**src/rtl/ram_fifo_ctrl.sv**
```systemverilog
// 128-deep, 8-bit FIFO controller driving an external dual-port RAM
// (port 1 write-only, port 2 read-only with one cycle of registered read latency).
module ram_fifo_ctrl #(
  parameter int unsigned AF_LEVEL = 120,
  parameter int unsigned AE_LEVEL = 8
) (
  input  logic       clk1,
  input  logic       rst_n,
  input  logic       wr_en,
  input  logic [7:0] wr_data,
  input  logic       rd_en,
  output logic [7:0] rd_data,
  output logic       rd_valid,
  output logic       full,
  output logic       empty,
  output logic       almost_full,
  output logic       almost_empty,
  output logic [7:0] count,
  output logic       ovf,
  output logic       unf,
  input  logic       clr_err,
  output logic [6:0] a1,
  output logic [7:0] d1,
  output logic       we1,
  output logic [6:0] a2,
  output logic [7:0] d2,
  output logic       we2,
  input  logic [7:0] q2
);

  localparam logic [7:0] DEPTH  = 8'd128;
  localparam logic [7:0] AF_LVL = 8'(AF_LEVEL);
  localparam logic [7:0] AE_LVL = 8'(AE_LEVEL);

  logic [6:0] wr_ptr;
  logic [6:0] rd_ptr;
  logic       push_ok;
  logic       pop_ok;

  always_comb begin
    full         = (count == DEPTH);
    empty        = (count == '0);
    almost_full  = (count >= AF_LVL);
    almost_empty = (count <= AE_LVL);
    push_ok      = wr_en && !full;
    pop_ok       = rd_en && !empty;
  end

  // RAM port wiring; we1 is gated by rst_n so an asynchronous reset blocks writes at once.
  always_comb begin
    a1      = wr_ptr;
    d1      = wr_data;
    we1     = push_ok && rst_n;
    a2      = rd_ptr;
    d2      = '0;
    we2     = 1'b0;
    rd_data = q2;
  end

  always_ff @(posedge clk1 or negedge rst_n) begin
    if (!rst_n) begin
      wr_ptr   <= '0;
      rd_ptr   <= '0;
      count    <= '0;
      rd_valid <= 1'b0;
      ovf      <= 1'b0;
      unf      <= 1'b0;
    end else begin
      if (push_ok) wr_ptr <= wr_ptr + 7'd1;
      if (pop_ok)  rd_ptr <= rd_ptr + 7'd1;
      case ({push_ok, pop_ok})
        2'b10:   count <= count + 8'd1;
        2'b01:   count <= count - 8'd1;
        default: count <= count;
      endcase
      rd_valid <= pop_ok;
      // A new error on the same edge as clr_err takes priority over the clear.
      ovf <= (ovf && !clr_err) || (wr_en && full);
      unf <= (unf && !clr_err) || (rd_en && empty);
    end
  end

endmodule

```
**config.mk**
```make
export PLATFORM = sky130hd
export DESIGN_NAME = ram_fifo_ctrl
export DESIGN_NICKNAME = d
export VERILOG_FILES = /design/src/rtl/ram_fifo_ctrl.sv
export SDC_FILE = /design/constraint.sdc
export NUM_CORES = 1
export LEC_CHECK = 0
export BUFFER_PORTS_ARGS = -buffer_cell sky130_fd_sc_hd__buf_2
export CAP_MARGIN = 20
export CORE_MARGIN = 5
export CORE_UTILIZATION = 46
export DETAILED_ROUTE_END_ITERATION = 12
export GPL_ROUTABILITY_DRIVEN = 0
export PLACE_DENSITY = 0.76
export SYNTH_ARGS = -nofsm -noshare
export SYNTH_HDL_FRONTEND = slang
export SYNTH_SLANG_ARGS = --single-unit
```
**constraint.sdc**
```tcl
create_clock -name clk1 -period 3.6 [get_ports clk1]
set_clock_uncertainty 0.1 [all_clocks]
set_input_delay 0.18 -clock clk1 [delete_from_list [all_inputs] [get_ports clk1]]
set_output_delay 0.18 -clock clk1 [all_outputs]
set_load 0.03 [all_outputs]
```
# Word-level counts from Yosys, hierarchy flattened
# Index checks and enable logic that the tools add are counted.
# totals
register_bits	25
word_cells	30
# op_classes
magnitude_cmp	2
reduce_logical	14
eq_ne	3
n_addsub	4
mux	1
# op_table
cell	n
$pmux W8 S2	1
$add A7 B1 Y7 const B	2
$add A8 B1 Y8 const B	1
$eq A8 B8 Y1 const B	1
$ge A8 B7 Y1 const B	1
$le A8 B4 Y1 const B	1
$logic_not A8 Y1	1
$sub A8 B1 Y8 const B	1
$logic_and A1 B1 Y1	7
$logic_not A1 Y1	3
$eq A2 B1 Y1 const B	1
$eq A2 B2 Y1 const B	1
$logic_or A1 B1 Y1	2
$reduce_bool A2 Y1	1

# Depth between registers and ports, before layout
# logic_depth
ltp_word	5
depth_mapped	12

# Least setup slack after synthesis
# No wires, ideal clock.
# synth_path
kind	reg2reg
start	register count[0]
end	register count[7]
setup_time_ns	0.122
arrival_time_ns	3.425
n_path_buf	0
slack_ns	-0.047
path_stages_with_launch	12
cell_sequence	dfrtp_1 -> or3_4 -> nor4_4 -> nor2b_1 -> inv_1 -> ha_1 -> ha_1 -> a211oi_1 -> nor2_1 -> a221oi_1 -> xnor2_1 -> a32o_1
# synth_via
elab_chain_len	5
elab_cells_between_ends	12
# synth_rtl
item	line_no	source
from (decl)	18	output logic [7:0] count,
from (signal assigned)	72	2'b10: count <= count + 8'd1;
from (signal assigned)	73	2'b01: count <= count - 8'd1;
from (signal assigned)	74	default: count <= count;
$eq A8 B8 Y1 (*)	41	full = (count == DEPTH);
via full	14	output logic full,
$logic_not A1 Y1 (*)	45	push_ok = wr_en && !full;
$logic_and A1 B1 Y1 (*)	45	
$eq A2 B1 Y1 or $eq A2 B2 Y1 (tied branches)	71	case ({push_ok, pop_ok})
$pmux W8 S2 or $reduce_bool A2 Y1 (tied branches)	n/a	
# Mark *: on every way through the listed nets, which the timed path passes. The rest lies on a longest branch.
# A chain may end at the register's enable or synchronous reset.

# Worst setup path in the final report
# layout_path
start	register count[0]
end	register count[7]
# layout_via
elab_chain_len	5
elab_cells_between_ends	12
# layout_rtl
item
branches (longest 5 deep; another with $sub A8 B1 Y8)
# Several ways; the timed one is not identified.

==> run metrics <==
status finished clean; slowest CP cell dfrtp_1; Placeable Area ~3400 µm²; fill count between 300 and 400; ANT cells 0; vias per cell about 5.1; Vias 1186; Crit path max-delay family simple AND/OR/NAND/NOR gates; initial antenna violation count 0; fmax between 300 and 400 MHz; Avg Inst Size Synth ~10 µm²; initial DRC count 31; arrival time of the worst setup path 3.40 ns; DR WL/cell roughly 13 µm; clock buffers created by TritonCTS 3; # rows 21; die area ~4800 µm²; Ports 76; headroom to the max-slew limit between 60% and 70%; Total Wirelength 3.11 mm; Final Hold Viols 0; Worst setup SP type flop; H-tree depth 1; worst-margin pin slew ~0.57 ns; Warnings, synthesis 0; HPWL Detailed 2.37 mm; final setup vio count 0; largest net degree at the start of global routing 27; first-pass iteration count of the detailed router 4; peak supply drop between 0.5 and 0.6 mV; clock-pin slew on the worst setup and hold paths between 0.1 and 0.15 ns; Multi-input gate area 803 µm²; Clk Latency, worst-skew pair around 0.31 ns; Residual DRC 0; Overflow after GRT 0; Crit. Startpoint count[0]$_DFFE_PN0P_; first-pass GRT wire length ~5.4 mm; hold wc startpoint wr_en; Die X just under 70 µm; Post-DRT Antenna Nets 0; Final period util roughly nine tenths; vias in the first global route around 1100; CTS tree built; R2R Path Start count[0]$_DFFE_PN0P_; post-synthesis sequential area ratio between 30% and 40%; Critical path buffers and inverters 1; CP required between 3 and 4 ns; Syn Inst Count ~160; post-route setup slack 0.322 ns; leakage ~0.85 nW; total track usage 13.4%; CTS sink count 25; final setup TNS 0 ns; area taken by flip-flops and latches about 630 µm²; max-cap violation count 0; Slew Viols, Final 0; CP Cell Sequence or3_4 -> nor4_4 -> nor2b_1 -> inv_1 -> ha_4 -> ha_1 -> a211oi_1 -> nor2_1 -> a221oi_1 -> xnor2_1 -> a32o_1; area grow syn2layout 8.77%; layout cells sized above 1 between 20% and 30%; flops & latches, synth 25; Hold Path Class input port to flop; Mapped Area 1610 µm²; Buffers on Ports 34; delay of the slowest critical-path stage between 0.4 and 0.5 ns; fin crit period around 3.3 ns; Unique masters post-synth 39; pre-CTS WS between 0.2 and 0.3 ns; unrepaired setup endpoints after global routing no; WS Path Type flop to flop; Layout Nets ~220; Starting Density a little under half; Clock Path Buffers 2; crit-path max FO 10; CTS Root Cell clkbuf_4; die height 69.2 µm; endpoint class of the critical path flop; PD cells around 900 nW/µm²; Post-CTS Repair Setup Buffers 0
## area by class of cell
| class | instances | share of cell area, % |
|---|---|---|
| Inverter | 8 | 1.71 |
| Multi-Input combinational cell | 111 | 45.8 |
| Sequential cell | 25 | 35.7 |
| Clock buffer | 4 | 1.50 |
| Timing Repair Buffer | 38 | 12.0 |
| Tap cell | 46 | 3.28 |
## report_power, final
part | switching [mW] | internal, mW | total, mW
clock | 0.0809 | 0.0433 | 0.124
combinational | 0.588 | 0.330 | 0.919
sequential | 0.169 | 0.405 | 0.573
## final timing paths
path / to / slack (ns) / cells after the start
max in group asynchronous: count[0]$_DFFE_PN0P_ / 2.75 / 2
setup reg to reg: count[7]$_DFFE_PN0P_ / 0.32 / 11
setup / recovery: count[7]$_DFFE_PN0P_ / 0.32 / 11
hold / removal: a1[1]$_DFFE_PN0P_ / 0.22 / 4
min in group asynchronous: ovf$_DFF_PN0_ / 0.28 / 2
hold reg to reg: a2[6]$_DFFE_PN0P_ / 0.38 / 1
## timing repair
| item | 4_1_cts | 5_1_grt |
|---|---|---|
| resized for setup | 0 | 1 |
| hold buffers | 4 | 0 |
| hold endpoints to repair | 27 | 0 |
| setup endpoints to repair | 0 | 1 |
## placed cells by master, fill, tap and decap left out, types with 3 or more instances in the layout
cell	netlist	final
buf_2	0	34
dfrtp_1	25	25
nand2_1	19	19
xnor2_1	12	12
conb_1	1	9
ha_1	9	8
inv_1	7	7
o21ai_0	6	6
and3_1	4	4
a211oi_1	4	4
nor3_1	4	4
xor2_1	4	4
nor2_1	4	4
dlygate4sd3_1	0	4
o21a_1	3	3
a21oi_1	3	3
clkbuf_4	0	3
## registers in the layout, indices dropped and copies added (netlist names)
name,cells
count,8
a1,7
a2,7
ovf,1
rd_valid,1
unf,1
## per-layer routing
layer / track usage [%] / routed length [µm] / vias up
met1: 16.9 / 1420 / 545
li1: - / - / 578
met4: 5.86 / 84 / 0
met3: 4.78 / 274 / 14
met5: 0 / 0 / -
met2: 20.7 / 1340 / 49
## cells by family (layout without fill, tap and decap cells)
family	Yosys count	after routing	synth area share [%]
AND/OR/NAND/NOR	47	47	17.2
buffers and inverters	35	50	14.0
AO/OA/AOI/OAI	27	27	11.6
flip-flops	25	25	38.8
XOR/XNOR	16	16	8.70
adder cells (fa/ha/maj)	10	10	8.23
multiplexers	2	2	1.24
other	1	9	0.233
## synthesized netlist by cell type
cell | number | share of area, %
o21ai_0 | 6 | 1.9
buf_4 | 25 | 12
nor2_1 | 4 | 0.93
o21bai_1 | 2 | 0.93
or2b_4 | 1 | 0.70
a41o_1 | 1 | 0.62
inv_1 | 7 | 1.6
nand2_1 | 19 | 4.4
a21o_1 | 2 | 0.93
a211oi_1 | 4 | 1.9
o31a_1 | 1 | 0.54
mux2i_1 | 2 | 1.2
or4_1 | 1 | 0.47
or3_4 | 1 | 0.70
nand3_1 | 2 | 0.62
inv_2 | 1 | 0.23
ha_1 | 9 | 7.0
o31ai_1 | 2 | 0.93
xnor2_1 | 12 | 6.5
nand4_2 | 1 | 0.78
nor2b_1 | 2 | 0.78
nor3b_1 | 1 | 0.47
a21oi_1 | 3 | 0.93
or2_2 | 1 | 0.39
conb_1 | 1 | 0.23
dfrtp_1 | 25 | 39
a221oi_1 | 1 | 0.54
nand4_1 | 2 | 0.78
nor4_4 | 2 | 2.6
xor2_1 | 4 | 2.2
or3_1 | 1 | 0.39
a32o_1 | 1 | 0.62
nor3_1 | 4 | 1.2
and3_1 | 4 | 1.6
o21a_1 | 3 | 1.4
a31oi_1 | 1 | 0.39
clkbuf_1 | 2 | 0.47
nor4_1 | 1 | 0.39
fa_1 | 1 | 1.2
## per-stage QoR
stage	std cells	area (µm²)	power (mW)	utilization, %	hold slack, ns
6_report	232	1750	1.62	52.1	0.221
4_1_cts	232	1740	1.63	51.8	0.217
2_1_floorplan	171	1640	1.28	-	-0.216
5_1_grt	232	1750	1.74	52.1	0.232
3_5_place_dp	224	1680	1.50	49.9	0.115
3_3_place_gp	224	1680	1.48	49.9	0.106
## worst reg2reg max path, cell delays in order (launching register included)
cell and delay [ns]:
dfrtp_1 0.47, or3_4 0.46, nor4_4 0.30, nor2b_1 0.16, inv_1 0.17, ha_4 0.23
ha_1 0.26, a211oi_1 0.30, nor2_1 0.12, a221oi_1 0.30, xnor2_1 0.11, a32o_1 0.21
No activity file was read; power rests on OpenSTA's default activity.
